**config.mk**
```make
export PLATFORM = sky130hd
export DESIGN_NAME = alu_serial_sequencer
export DESIGN_NICKNAME = d
export VERILOG_FILES = /design/src/rtl/alu_pkg.sv /design/src/rtl/bit_slice.sv /design/src/rtl/alu_serial_sequencer.sv
export SDC_FILE = /design/constraint.sdc
export NUM_CORES = 1
export LEC_CHECK = 0
export ABC_AREA = 1
export CAP_MARGIN = 20
export CORE_UTILIZATION = 49
export CTS_BUF_LIST = sky130_fd_sc_hd__clkbuf_8
export DETAILED_ROUTE_END_ITERATION = 16
export HOLD_SLACK_MARGIN = 0.02
export PLACE_DENSITY = 0.88
export SYNTH_ARGS = -nofsm -noshare
export SYNTH_HDL_FRONTEND = slang
export SYNTH_HIERARCHICAL = 1
export SYNTH_SLANG_ARGS = --single-unit
```
**constraint.sdc**
```tcl
create_clock -name clk -period 3.34 [get_ports clk]
set_input_delay 0.501 -clock clk [delete_from_list [all_inputs] [get_ports clk]]
set_output_delay 0.501 -clock clk [all_outputs]
set_load 0.02 [all_outputs]
```
**src/rtl/alu_pkg.sv**
```systemverilog
// Shared ALU op encodings and sequencer state for the bit-serial ALU.
package alu_pkg;

    typedef enum logic [2:0] {
        OP_PASS_B = 3'b000,
        OP_ADD    = 3'b010,
        OP_SUB    = 3'b011,
        OP_AND    = 3'b100,
        OP_OR     = 3'b101,
        OP_XOR    = 3'b110
    } alu_op_t;

    typedef enum logic [1:0] {
        IDLE = 2'd0,
        RUN  = 2'd1,
        DONE = 2'd2
    } seq_state_t;

    function automatic logic is_legal_op(input logic [2:0] op);
        case (op)
            OP_PASS_B, OP_ADD, OP_SUB, OP_AND, OP_OR, OP_XOR: return 1'b1;
            default:                                          return 1'b0;
        endcase
    endfunction

endpackage

```
**src/rtl/bit_slice.sv**
```systemverilog
// One-bit ALU slice: full adder with B inversion for subtract, plus logic ops.
module bit_slice
    import alu_pkg::*;
(
    input  logic       a_i,
    input  logic       b_i,
    input  logic       carry_i,
    input  logic       sub_i,
    input  logic [2:0] op_i,
    output logic       result_o,
    output logic       carry_o
);
    logic bx;

    assign bx      = b_i ^ sub_i;
    assign carry_o = (a_i & bx) | (carry_i & (a_i ^ bx));

    always_comb begin
        result_o = 1'b0;
        case (op_i)
            OP_PASS_B:      result_o = b_i;
            OP_ADD, OP_SUB: result_o = a_i ^ bx ^ carry_i;
            OP_AND:         result_o = a_i & b_i;
            OP_OR:          result_o = a_i | b_i;
            OP_XOR:         result_o = a_i ^ b_i;
            default:        result_o = 1'b0;
        endcase
    end
endmodule

```
**src/rtl/alu_serial_sequencer.sv**
```systemverilog
// Bit-serial ALU: feeds captured operands LSB-first through one bit_slice,
// assembling the result and N/Z/C/V flags over WIDTH cycles.
module alu_serial_sequencer
    import alu_pkg::*;
#(
    parameter int WIDTH = 64
) (
    input  logic             clk,
    input  logic             rst_n,
    input  logic             start,
    input  logic [WIDTH-1:0] op_a,
    input  logic [WIDTH-1:0] op_b,
    input  logic [2:0]       cntrl,
    output logic             busy,
    output logic             done,
    output logic [WIDTH-1:0] result,
    output logic             flag_n,
    output logic             flag_z,
    output logic             flag_c,
    output logic             flag_v
);
    localparam int CNT_W = $clog2(WIDTH);
    localparam logic [CNT_W-1:0] LAST = CNT_W'(WIDTH - 1);

    seq_state_t       state_q, state_d;
    logic [WIDTH-1:0] a_sh_q, b_sh_q, result_q;
    logic [2:0]       op_q;
    logic [CNT_W-1:0] count_q;
    logic             carry_q;
    logic             n_q, z_q, c_q, v_q;
    logic             accept, last;
    logic             sub, arith, slice_res, slice_cout, res_bit;
    logic [WIDTH-1:0] result_next;

    assign sub         = (op_q == OP_SUB);
    assign arith       = (op_q == OP_ADD) || (op_q == OP_SUB);
    assign last        = (count_q == LAST);
    assign res_bit     = is_legal_op(op_q) ? slice_res : 1'b0;
    assign result_next = {res_bit, result_q[WIDTH-1:1]};

    bit_slice u_slice (
        .a_i      (a_sh_q[0]),
        .b_i      (b_sh_q[0]),
        .carry_i  (carry_q),
        .sub_i    (sub),
        .op_i     (op_q),
        .result_o (slice_res),
        .carry_o  (slice_cout)
    );

    always_comb begin
        state_d = state_q;
        accept  = 1'b0;
        case (state_q)
            IDLE: if (start) begin state_d = RUN; accept = 1'b1; end
            RUN:  if (last)  state_d = DONE;
            DONE: begin
                state_d = start ? RUN : IDLE;
                accept  = start;
            end
            default: state_d = IDLE;
        endcase
    end

    always_ff @(posedge clk or negedge rst_n) begin
        if (!rst_n) state_q <= IDLE;
        else        state_q <= state_d;
    end

    always_ff @(posedge clk or negedge rst_n) begin
        if (!rst_n) begin
            a_sh_q   <= '0;
            b_sh_q   <= '0;
            result_q <= '0;
            op_q     <= '0;
            count_q  <= '0;
            carry_q  <= 1'b0;
            {n_q, z_q, c_q, v_q} <= '0;
        end else if (accept) begin
            a_sh_q  <= op_a;
            b_sh_q  <= op_b;
            op_q    <= cntrl;
            count_q <= '0;
            carry_q <= (cntrl == OP_SUB);
        end else if (state_q == RUN) begin
            a_sh_q   <= {1'b0, a_sh_q[WIDTH-1:1]};
            b_sh_q   <= {1'b0, b_sh_q[WIDTH-1:1]};
            result_q <= result_next;
            carry_q  <= slice_cout;
            count_q  <= last ? '0 : count_q + 1'b1;
            if (last) begin
                // carry_q here is the carry into the MSB, so V = cin(msb) ^ cout(msb)
                n_q <= res_bit;
                z_q <= (result_next == '0);
                c_q <= arith & slice_cout;
                v_q <= arith & (carry_q ^ slice_cout);
            end
        end
    end

    assign busy   = (state_q == RUN);
    assign done   = (state_q == DONE);
    assign result = result_q;
    assign flag_n = n_q;
    assign flag_z = z_q;
    assign flag_c = c_q;
    assign flag_v = v_q;
endmodule

```
==> flow_results.org, run 1 <==
** Clock tree
- TritonCTS clock tree :: built
- Clock latency at the later pin of the worst-skew pair :: 520 ps
- Cell at the root of the clock tree :: sky130_fd_sc_hd__clkbuf_8
- After clock tree synthesis, the clock-pin slew on the worst setup and hold paths is 60 ps.
- The longest clock path from root to sink contains 3 buffers.
- Total clock sinks :: 208
- In this run the post-CTS setup repair buffer count came out at 0.
- CTS built an H-tree with a depth of 2.
- The number of clock buffers added by TritonCTS is 35.

** Timing
- Top achievable clock speed :: between 300 and 400 MHz
- Final-layout setup total negative slack :: 0 ps
- Clock skew on the completed layout was measured at between 20 and 25 ps.
- Slew of the pin with the lowest slew margin :: just under 700 ps
- Unrepaired setup endpoints after global routing :: false
- The clock period could shrink to about 2700 ps.
- Setup Viol. Count Final :: 0
- After layout, the worst path uses between 80% and 90% of the clock period.
- Headroom to the max-slew limit came out at a little over half.
- Count of final max-slew check failures :: 0
- Endpoints failing hold :: 0

** Min path
- Kind of path behind the tightest hold check :: input pin to asynchronous set/reset pin

** Logic synthesis
- Synthesized area per cell :: approximately 9.3 sq um
- Portion of the post-synthesis area used by sequential elements :: 58.1%
- Gate count after technology mapping :: 965
- Nets in the synthesized netlist :: approximately 1,100
- Cell variety after synth :: 25
- Library cell occupying the most area in the post-synthesis netlist :: sky130_fd_sc_hd__dfrtp_1
- Area fraction of the dominant cell type after synthesis :: between 50 and 60%
- After synthesis, the cell types taking the most area are sky130_fd_sc_hd__dfrtp_1 58%, sky130_fd_sc_hd__o221ai_1 12%, sky130_fd_sc_hd__nand2_1 10%.
- For this run, the number of Yosys warnings is 6.
- Synthesized flop and latch total :: roughly 210
- Syn Std Cell Area :: ~9000 sq um

** Worst setup path
- Slowest cell delay on critical path :: 770 ps
- In this design, the largest share of critical-path delay is due to buffers and inverters.
- Critical path type :: register to output port
- CP startpoint kind :: register
- STA classifies the critical path endpoint as an output port.
- For the worst setup path, the data arrival time is between 2000 and 2500 ps.
- Highest net fanout along the worst path :: 31
- Traced cell by cell, the critical path runs through inv_2, nor2_4, clkdlybuf4s50_1.
- For the worst setup path, the data required time is between 2000 and 3000 ps.
- Worst reg-to-reg setup slack :: between 900 and 1000 ps
- Together, buffers and inverters on the worst path number 2.
- Cell with the biggest individual delay on the critical path :: sky130_fd_sc_hd__clkdlybuf4s50_1

** Placed design
- The wire-length estimate of the detail-placed layout is between 10 and 15 mm.
- Once placement completed, the tool counted placed cells totaling between 1,000 and 1,500.
- Routability-driven placement finished with a final weighted congestion of about 0.8.
- Quantity of I/O buffers inserted on ports :: slightly above 200

** Finish
- Cells with a size suffix above 1 make up 5.35% of the layout.
- At the end of the flow, the number of nets in the layout was 1,298.
- Count of non-filler cells in the finished layout :: about 1,400
- Antenna cell count :: 0
- Relative area change from synthesis to final layout :: 31.4%

** Floorplan
- Starting utilization of the core area :: about half
- Die boundary width :: 137 um
- The die is roughly 140 um tall.
- For this design the top-level I/O count stands at approximately 200.
- Core outline area :: 18,000 sq um
- The floorplan has 49 rows.
- The floorplan step defined a die boundary enclosing roughly 19,000 sq um.

** Drt
- The routed design has about 20 mm of wire.
- Number of vias per cell after detailed routing :: about 5.2
- Dividing the detail-routed wire length by the instance count gives roughly 14 um.
- The first routing iteration left 450 violations.
- Number of search-and-repair iterations in the first detailed-routing pass :: 7
- Final antenna-violating net count :: 0
- In the routed design, unresolved DRC markers number 0.
- Total via count in the routed design :: 7,330

** Power and ir drop
- P_int :: 0.00622 W
- Portion of total power attributed to combinational logic :: 37.1%
- Power per cell area :: 825 nW/um^2
- Fraction of power spent switching nets :: between 30% and 40%
- The analysis attributes to cell leakage a power of around 5.3 nW.
- Net switching power figure :: around 0.0035 W
- Relative contribution of the clock network to total power :: 21.2%
- Worst VDD drop :: between 0.4 and 0.5 mV
- Sequential share of power :: between 40% and 50%

** GRT
- Entering global routing, the biggest net connects 130 pins.
- For met3 alone, demand over resource in global routing was 5.63%.
- Grt peak-use layer :: met2
- Antenna violations before repair :: 0
- Final global-route overflow total :: 0
- Global-route wire length before repair :: 33.2 mm
- Met1 usage in global routing :: about 29%
- Global routing used 22.2% of the available tracks across all layers.
- M2 GR Usage :: 35.9%
- The number of global-route vias before repair is ~7,100.

** Run status
- Outcome :: completed

** Run
- Maximum capacitance violations :: 0
-- routing by layer --
| layer | part of all wire [%] | vias to the layer above |
|---|---|---|
| met2 | 48 | 231 |
| met1 | 43 | 3504 |
| met4 | 1.7 | 0 |
| met3 | 6.9 | 27 |
| met5 | 0 | - |
| li1 | - | 3568 |
-- cell families after synthesis --
family | count (synthesis) | synth area share [%]
compound gates | 209 | 17.0
xor+xnor | 2 | 0.195
fa+ha+maj | 4 | 0.642
buf+inv | 233 | 10.8
flops | 208 | 58.1
simple gates | 309 | 13.3
-- placed cells by master (no fill, tap or decap), types with 2 or more instances in the layout --
cell type | synthesis | final
sky130_fd_sc_hd__buf_4 | 15 | 5
sky130_fd_sc_hd__buf_12 | 0 | 4
sky130_fd_sc_hd__dfrtp_1 | 208 | 208
sky130_fd_sc_hd__o221ai_1 | 124 | 124
sky130_fd_sc_hd__nand3_1 | 7 | 7
sky130_fd_sc_hd__a21oi_1 | 5 | 5
sky130_fd_sc_hd__o21ai_0 | 70 | 70
sky130_fd_sc_hd__clkdlybuf4s50_1 | 0 | 202
sky130_fd_sc_hd__ha_1 | 3 | 3
sky130_fd_sc_hd__o211ai_1 | 2 | 2
sky130_fd_sc_hd__o21ai_1 | 6 | 6
sky130_fd_sc_hd__clkbuf_8 | 0 | 42
sky130_fd_sc_hd__inv_6 | 0 | 2
sky130_fd_sc_hd__inv_1 | 174 | 185
sky130_fd_sc_hd__nand2_1 | 244 | 244
sky130_fd_sc_hd__nor2_1 | 51 | 51
sky130_fd_sc_hd__nand4_1 | 2 | 2
-- power groups by stage --
| stage | registers (W) | clock network (W) | logic [W] |
|---|---|---|---|
| 6_report | 0.00406 | 0.00206 | 0.00360 |
| 5_1_grt | 0.00416 | 0.00224 | 0.00407 |
| 4_1_cts | 0.00406 | 0.00212 | 0.00363 |
| 3_5_place_dp | 0.00410 | 0 | 0.00361 |
| 3_3_place_gp | 0.00405 | 0 | 0.00346 |
| 2_1_floorplan | 0.00426 | 0 | 0.00223 |
-- path summary, 6_finish.rpt --
kind,endpoint,depth (start not counted),from
setup / recovery,busy,3,state_q[0]$_DFFE_PN0P_
setup reg to reg,a_sh_q[57]$_DFFE_PN0P_,6,state_q[0]$_DFFE_PN0P_
max in group asynchronous,result[54]$_DFFE_PN0P_,4,rst_n
hold reg to reg,flag_n$_DFFE_PN0P_,2,flag_n$_DFFE_PN0P_
hold / removal,b_sh_q[57]$_DFFE_PN0P_,2,rst_n
min in group clk,flag_n$_DFFE_PN0P_,2,flag_n$_DFFE_PN0P_
-- cell usage after synthesis --
master                     count
sky130_fd_sc_hd__nand4_1       2
sky130_fd_sc_hd__dfrtp_1     208
sky130_fd_sc_hd__o21ai_0      70
sky130_fd_sc_hd__nor2_2        1
sky130_fd_sc_hd__o221ai_1    124
sky130_fd_sc_hd__buf_4        15
sky130_fd_sc_hd__nand3_1       7
sky130_fd_sc_hd__clkbuf_1     11
sky130_fd_sc_hd__nor2_1       51
sky130_fd_sc_hd__nand2_2       2
sky130_fd_sc_hd__o211ai_1      2
sky130_fd_sc_hd__xor2_1        1
sky130_fd_sc_hd__a22o_1        1
sky130_fd_sc_hd__nand2_1     244
sky130_fd_sc_hd__xnor2_1       1
sky130_fd_sc_hd__buf_2        30
sky130_fd_sc_hd__a21oi_1       5
sky130_fd_sc_hd__o31ai_1       1
sky130_fd_sc_hd__fa_1          1
sky130_fd_sc_hd__o21ai_1       6
sky130_fd_sc_hd__nor2_4        1
sky130_fd_sc_hd__inv_2         3
sky130_fd_sc_hd__nand3_2       1
sky130_fd_sc_hd__inv_1       174
sky130_fd_sc_hd__ha_1          3
-- stage by stage --
| step | instance area (sq um) | hold slack [ps] | power, W | utilization, % | setup slack, ps |
|---|---|---|---|---|---|
| 2_1_floorplan | 8970 | 205 | 0.00649 | - | 1580 |
| 3_3_place_gp | 11100 | 465 | 0.00751 | 61.9 | 1030 |
| 3_5_place_dp | 11100 | 471 | 0.00771 | 61.9 | 944 |
| 4_1_cts | 11700 | 198 | 0.00981 | 65.4 | 572 |
| 5_1_grt | 11800 | 392 | 0.0105 | 65.6 | 494 |
| 6_report | 11800 | 397 | 0.00972 | 65.6 | 618 |
-- what timing repair did --
action,CTS,global route
resized for setup,0,0
hold buffers,0,1
endpoints found under the hold margin,0,12
endpoints found under the setup margin,0,0
-- sequential cells by signal (all words and copies together), names as in the netlist --
| register | flops |
|---|---|
| a_sh_q | 64 |
| b_sh_q | 64 |
| result | 64 |
| count_q | 6 |
| op_q | 3 |
| state_q | 2 |
| carry_q | 1 |
| flag_c | 1 |
| flag_n | 1 |
| flag_v | 1 |
| flag_z | 1 |
-- final cells by class --
type / instances / area [sq um]
fillers: 1399 / 6180
flip-flops and latches: 208 / 5200
multi-input cells: 524 / 2800
repair buffers: 214 / 2190
inverters: 177 / 672
clock buffers: 41 / 564
well taps: 229 / 287
clock inverters: 14 / 62.6
Note: power is estimated with default switching activity, not from simulation.
==> run 2: changes to the inputs <==
==> constraint.sdc (replaced) <==
create_clock -name clk -period 2.9 [get_ports clk]
set_input_delay 0.435 -clock clk [delete_from_list [all_inputs] [get_ports clk]]
set_output_delay 0.435 -clock clk [all_outputs]
set_load 0.02 [all_outputs]
==> run 2 against run 1 <==
Against the previous run: core utilization grew 0.82 points; worst hold slack improved by 88 ps; clock skew decreased by 5.4 ps; critical endpoint unchanged; largest power group unchanged.
==> flow_results.org, run 2 (synthesis results as in run 1) <==
** Timing
- Setup skew after layout :: 18.6 ps (-5.37 ps)
- The worst path uses a little under nine tenths of the clock period.
- Final-layout setup total negative slack :: 0 ps (unchanged)
- Setup repair after global routing left no endpoint under its margin.
- The final count of pins violating max slew was 0 (unchanged).
- Slew of the pin with the lowest slew margin :: 899 ps (+219 ps)
- Top achievable clock speed :: 403 MHz
- The count of endpoints failing setup in the final report was 0 (unchanged).
- The tightest slew margin relative to the limit was 40.1% (-15 points).
- The worst path in the final design needs a cycle of roughly 2500 ps, including I/O delays and setup.
- Endpoints failing hold :: 0 (unchanged)

** GRT
- The all-layer global routing usage is 22.4% (+0.24 points).
- Final global-route overflow total :: 0 (unchanged)
- Via count of the first global-routing pass :: 7,294 (+2.2%)
- The initial antenna violation count was 0 (unchanged).
- The maximum number of pins on one net before global-route repair was 193 (+48%).
- The first-pass GRT wire length is 33.7 mm (+1.5%).

** Clock tree
- The post-CTS repair timing setup buffer count was 0 (unchanged).
- The maximum clock path buffer count came to 3 (unchanged).
- TritonCTS built the clock tree.
- The number of clock buffers inserted by TritonCTS is 36 (+2.9%).
- The clock latency on the worst-skew pair came to 510 ps (about the same).
- The total clock sinks was 208 (unchanged).
- The tree is rooted in a sky130_fd_sc_hd__clkbuf_8.
- The CTS clock-pin slew for the worst setup and hold paths was 60 ps (about the same).
- The number of gates given a new drive strength after cts was 0 (unchanged).
- Level count of the clock H-tree :: 2 (unchanged)

** Drt
- The number of violations reported at the end of detailed-routing iteration 0 is 387 (-14%).
- Number of vias per cell after detailed routing :: 5.19 (-0.29%)
- Post-detailed-route DRC marker count :: 0 (unchanged)
- The total wirelength of the detailed-routed design came to 20.5 mm (+2.1%).
- Routed wire per std cell :: 14.4 um (+1.2%)
- Number of search-and-repair iterations in the first detailed-routing pass :: 5 (-2)
- The total number of vias is 7,376 (+0.63%).
- Final antenna-violating net count :: 0 (unchanged)

** Finish
- Layout cells sized above 1 :: 6.05% (+0.70 points)
- From synthesis to final layout, the design area changed by 33.0%.
- In the layout the commonest cells are 244 x sky130_fd_sc_hd__nand2_1, 208 x sky130_fd_sc_hd__dfrtp_1, 202 x sky130_fd_sc_hd__clkdlybuf4s50_1.
- The library cell used most frequently in the layout, excluding fill and tap cells, is sky130_fd_sc_hd__nand2_1.
- Storage cell area :: 5200 sq um (unchanged)
- Layout Cell Area excl Fill :: 11,900 sq um (+1.3%)
- Total area of multi-input combinational cells :: 2800 sq um (unchanged)
- The number of nets in the finished design was 1,302 (+0.31%).
- The final design utilization came to 66.4% (+0.82 points).
- The antenna cell count is 0 (unchanged).
- The number of filler cells placed in the layout came to 1,407 (+0.57%).

** Power and ir drop
- Power per cell area :: 970 nW/um^2 (+18%)
- The share of total power consumed by net switching is 35.5% (-0.47 points).
- The register share of total power was 40.3% (-1.4 points).
- Relative contribution of the clock network to total power :: 23.1% (+1.9 points)
- The combinational fraction of design power came to 36.6% (-0.5 points).
- The leakage component of the power was 5.42 nW (+1.8%).
- Net switching power figure :: 0.00411 W (+18%)
- The design internal power is 0.00746 W (+20%).
- The peak supply drop is 0.695 mV (+50%).

** Floorplan
- Die outline height :: 137 um (unchanged)
- Die area :: 18,800 sq um (unchanged)
- Row Count :: 49 (unchanged)
- Starting utilization of the core area :: 49.9% (unchanged)
- The floorplan die width is 137 um (unchanged).
- The number of placed I/O pins was 204 (unchanged).
- Core outline area :: 18,000 sq um (unchanged)

** Worst setup path
- The data required time of the critical path is 2470 ps (-370 ps).
- Data arrival at the endpoint of the critical path :: 2050 ps (-170 ps)
- Critical Path Sink Type :: output port
- The worst setup path is launched from a register.
- The longest individual stage delay on the worst path is 660 ps (-110 ps).
- The critical path goes through nor2_4, buf_4, clkdlybuf4s50_1.
- Highest net fanout along the worst path :: 29 (-6.5%)
- The slowest stage of the critical path belongs to the cell sky130_fd_sc_hd__clkdlybuf4s50_1.
- Critical path type :: register to output port

** Placed design
- Quantity of I/O buffers inserted on ports :: 203 (unchanged)
- The post-placement cell area came to 11,200 sq um (+0.50%).
- The detailed placement HPWL is 13.9 mm (+2.0%).
- The routability congestion estimate is 0.780 (-2.1%).

** Run
- Maximum capacitance violations :: 0 (unchanged)

** Min path
- Kind of path behind the tightest hold check :: register to register

** Run status
- The flow ran to the end, and the final reports show no timing, DRC or antenna violations.
[run 2: timing repair]
action / CTS / global route
hold buffers: 1 / 0
hold endpoints to repair: 78 / 0
setup endpoints to repair: 0 / 0
[run 2: critical path, delay by kind of cell, from the launching register on]
kind	cells	cell delay, ps
buf+inv	2	960
flops	1	400
simple gates	1	180
[run 2: power by group through the flow]
stage	sequential [W]	combinational, W	clock [W]
2_1_floorplan	0.00491	0.00256	0
3_3_place_gp	0.00466	0.00403	0
3_5_place_dp	0.00471	0.00423	0
4_1_cts	0.00467	0.00426	0.00275
5_1_grt	0.00479	0.00472	0.00288
6_report	0.00466	0.00423	0.00268
[run 2: metal layers]
layer | GRT usage, % | wire [um] | up-vias
li1 | - | - | 3579
met1 | 29.3 | 8850 | 3524
met2 | 36.9 | 10000 | 239
met3 | 5.19 | 1270 | 34
met4 | 7.02 | 374 | 0
met5 | 0 | 0 | -
[run 2: cell type report]
| class | instances | area share [%] |
|---|---|---|
| clock buffers | 47 | 5.42 |
| clock inverters | 18 | 0.839 |
| inverters | 177 | 5.63 |
| multi-input cells | 524 | 23.5 |
| flip-flops and latches | 208 | 43.6 |
| well taps | 229 | 2.40 |
| repair buffers | 217 | 18.6 |
[run 2: path summary, 6_finish.rpt]
kind | from | endpoint | slack [ps] | cells after the start
max | state_q[1]$_DFFE_PN0P_ | busy | 420 | 3
min | flag_z$_DFFE_PN0P_ | flag_z$_DFFE_PN0P_ | 480 | 2
max reg2reg | op_q[0]$_DFFE_PN0P_ | flag_z$_DFFE_PN0P_ | 880 | 11
min reg2reg | flag_z$_DFFE_PN0P_ | flag_z$_DFFE_PN0P_ | 480 | 2
max in group asynchronous | rst_n | result[56]$_DFFE_PN0P_ | 1520 | 3
min in group asynchronous | rst_n | a_sh_q[13]$_DFFE_PN0P_ | 530 | 2
[run 2: stage by stage]
step	setup slack, ps	std cells	hold WS (ps)	power, W
floorplan	1140	965	139	0.00747
global placement	905	1354	466	0.00868
detailed placement	814	1354	470	0.00894
CTS	370	1420	462	0.0117
global route	311	1420	483	0.0124
finish	416	1420	485	0.0116
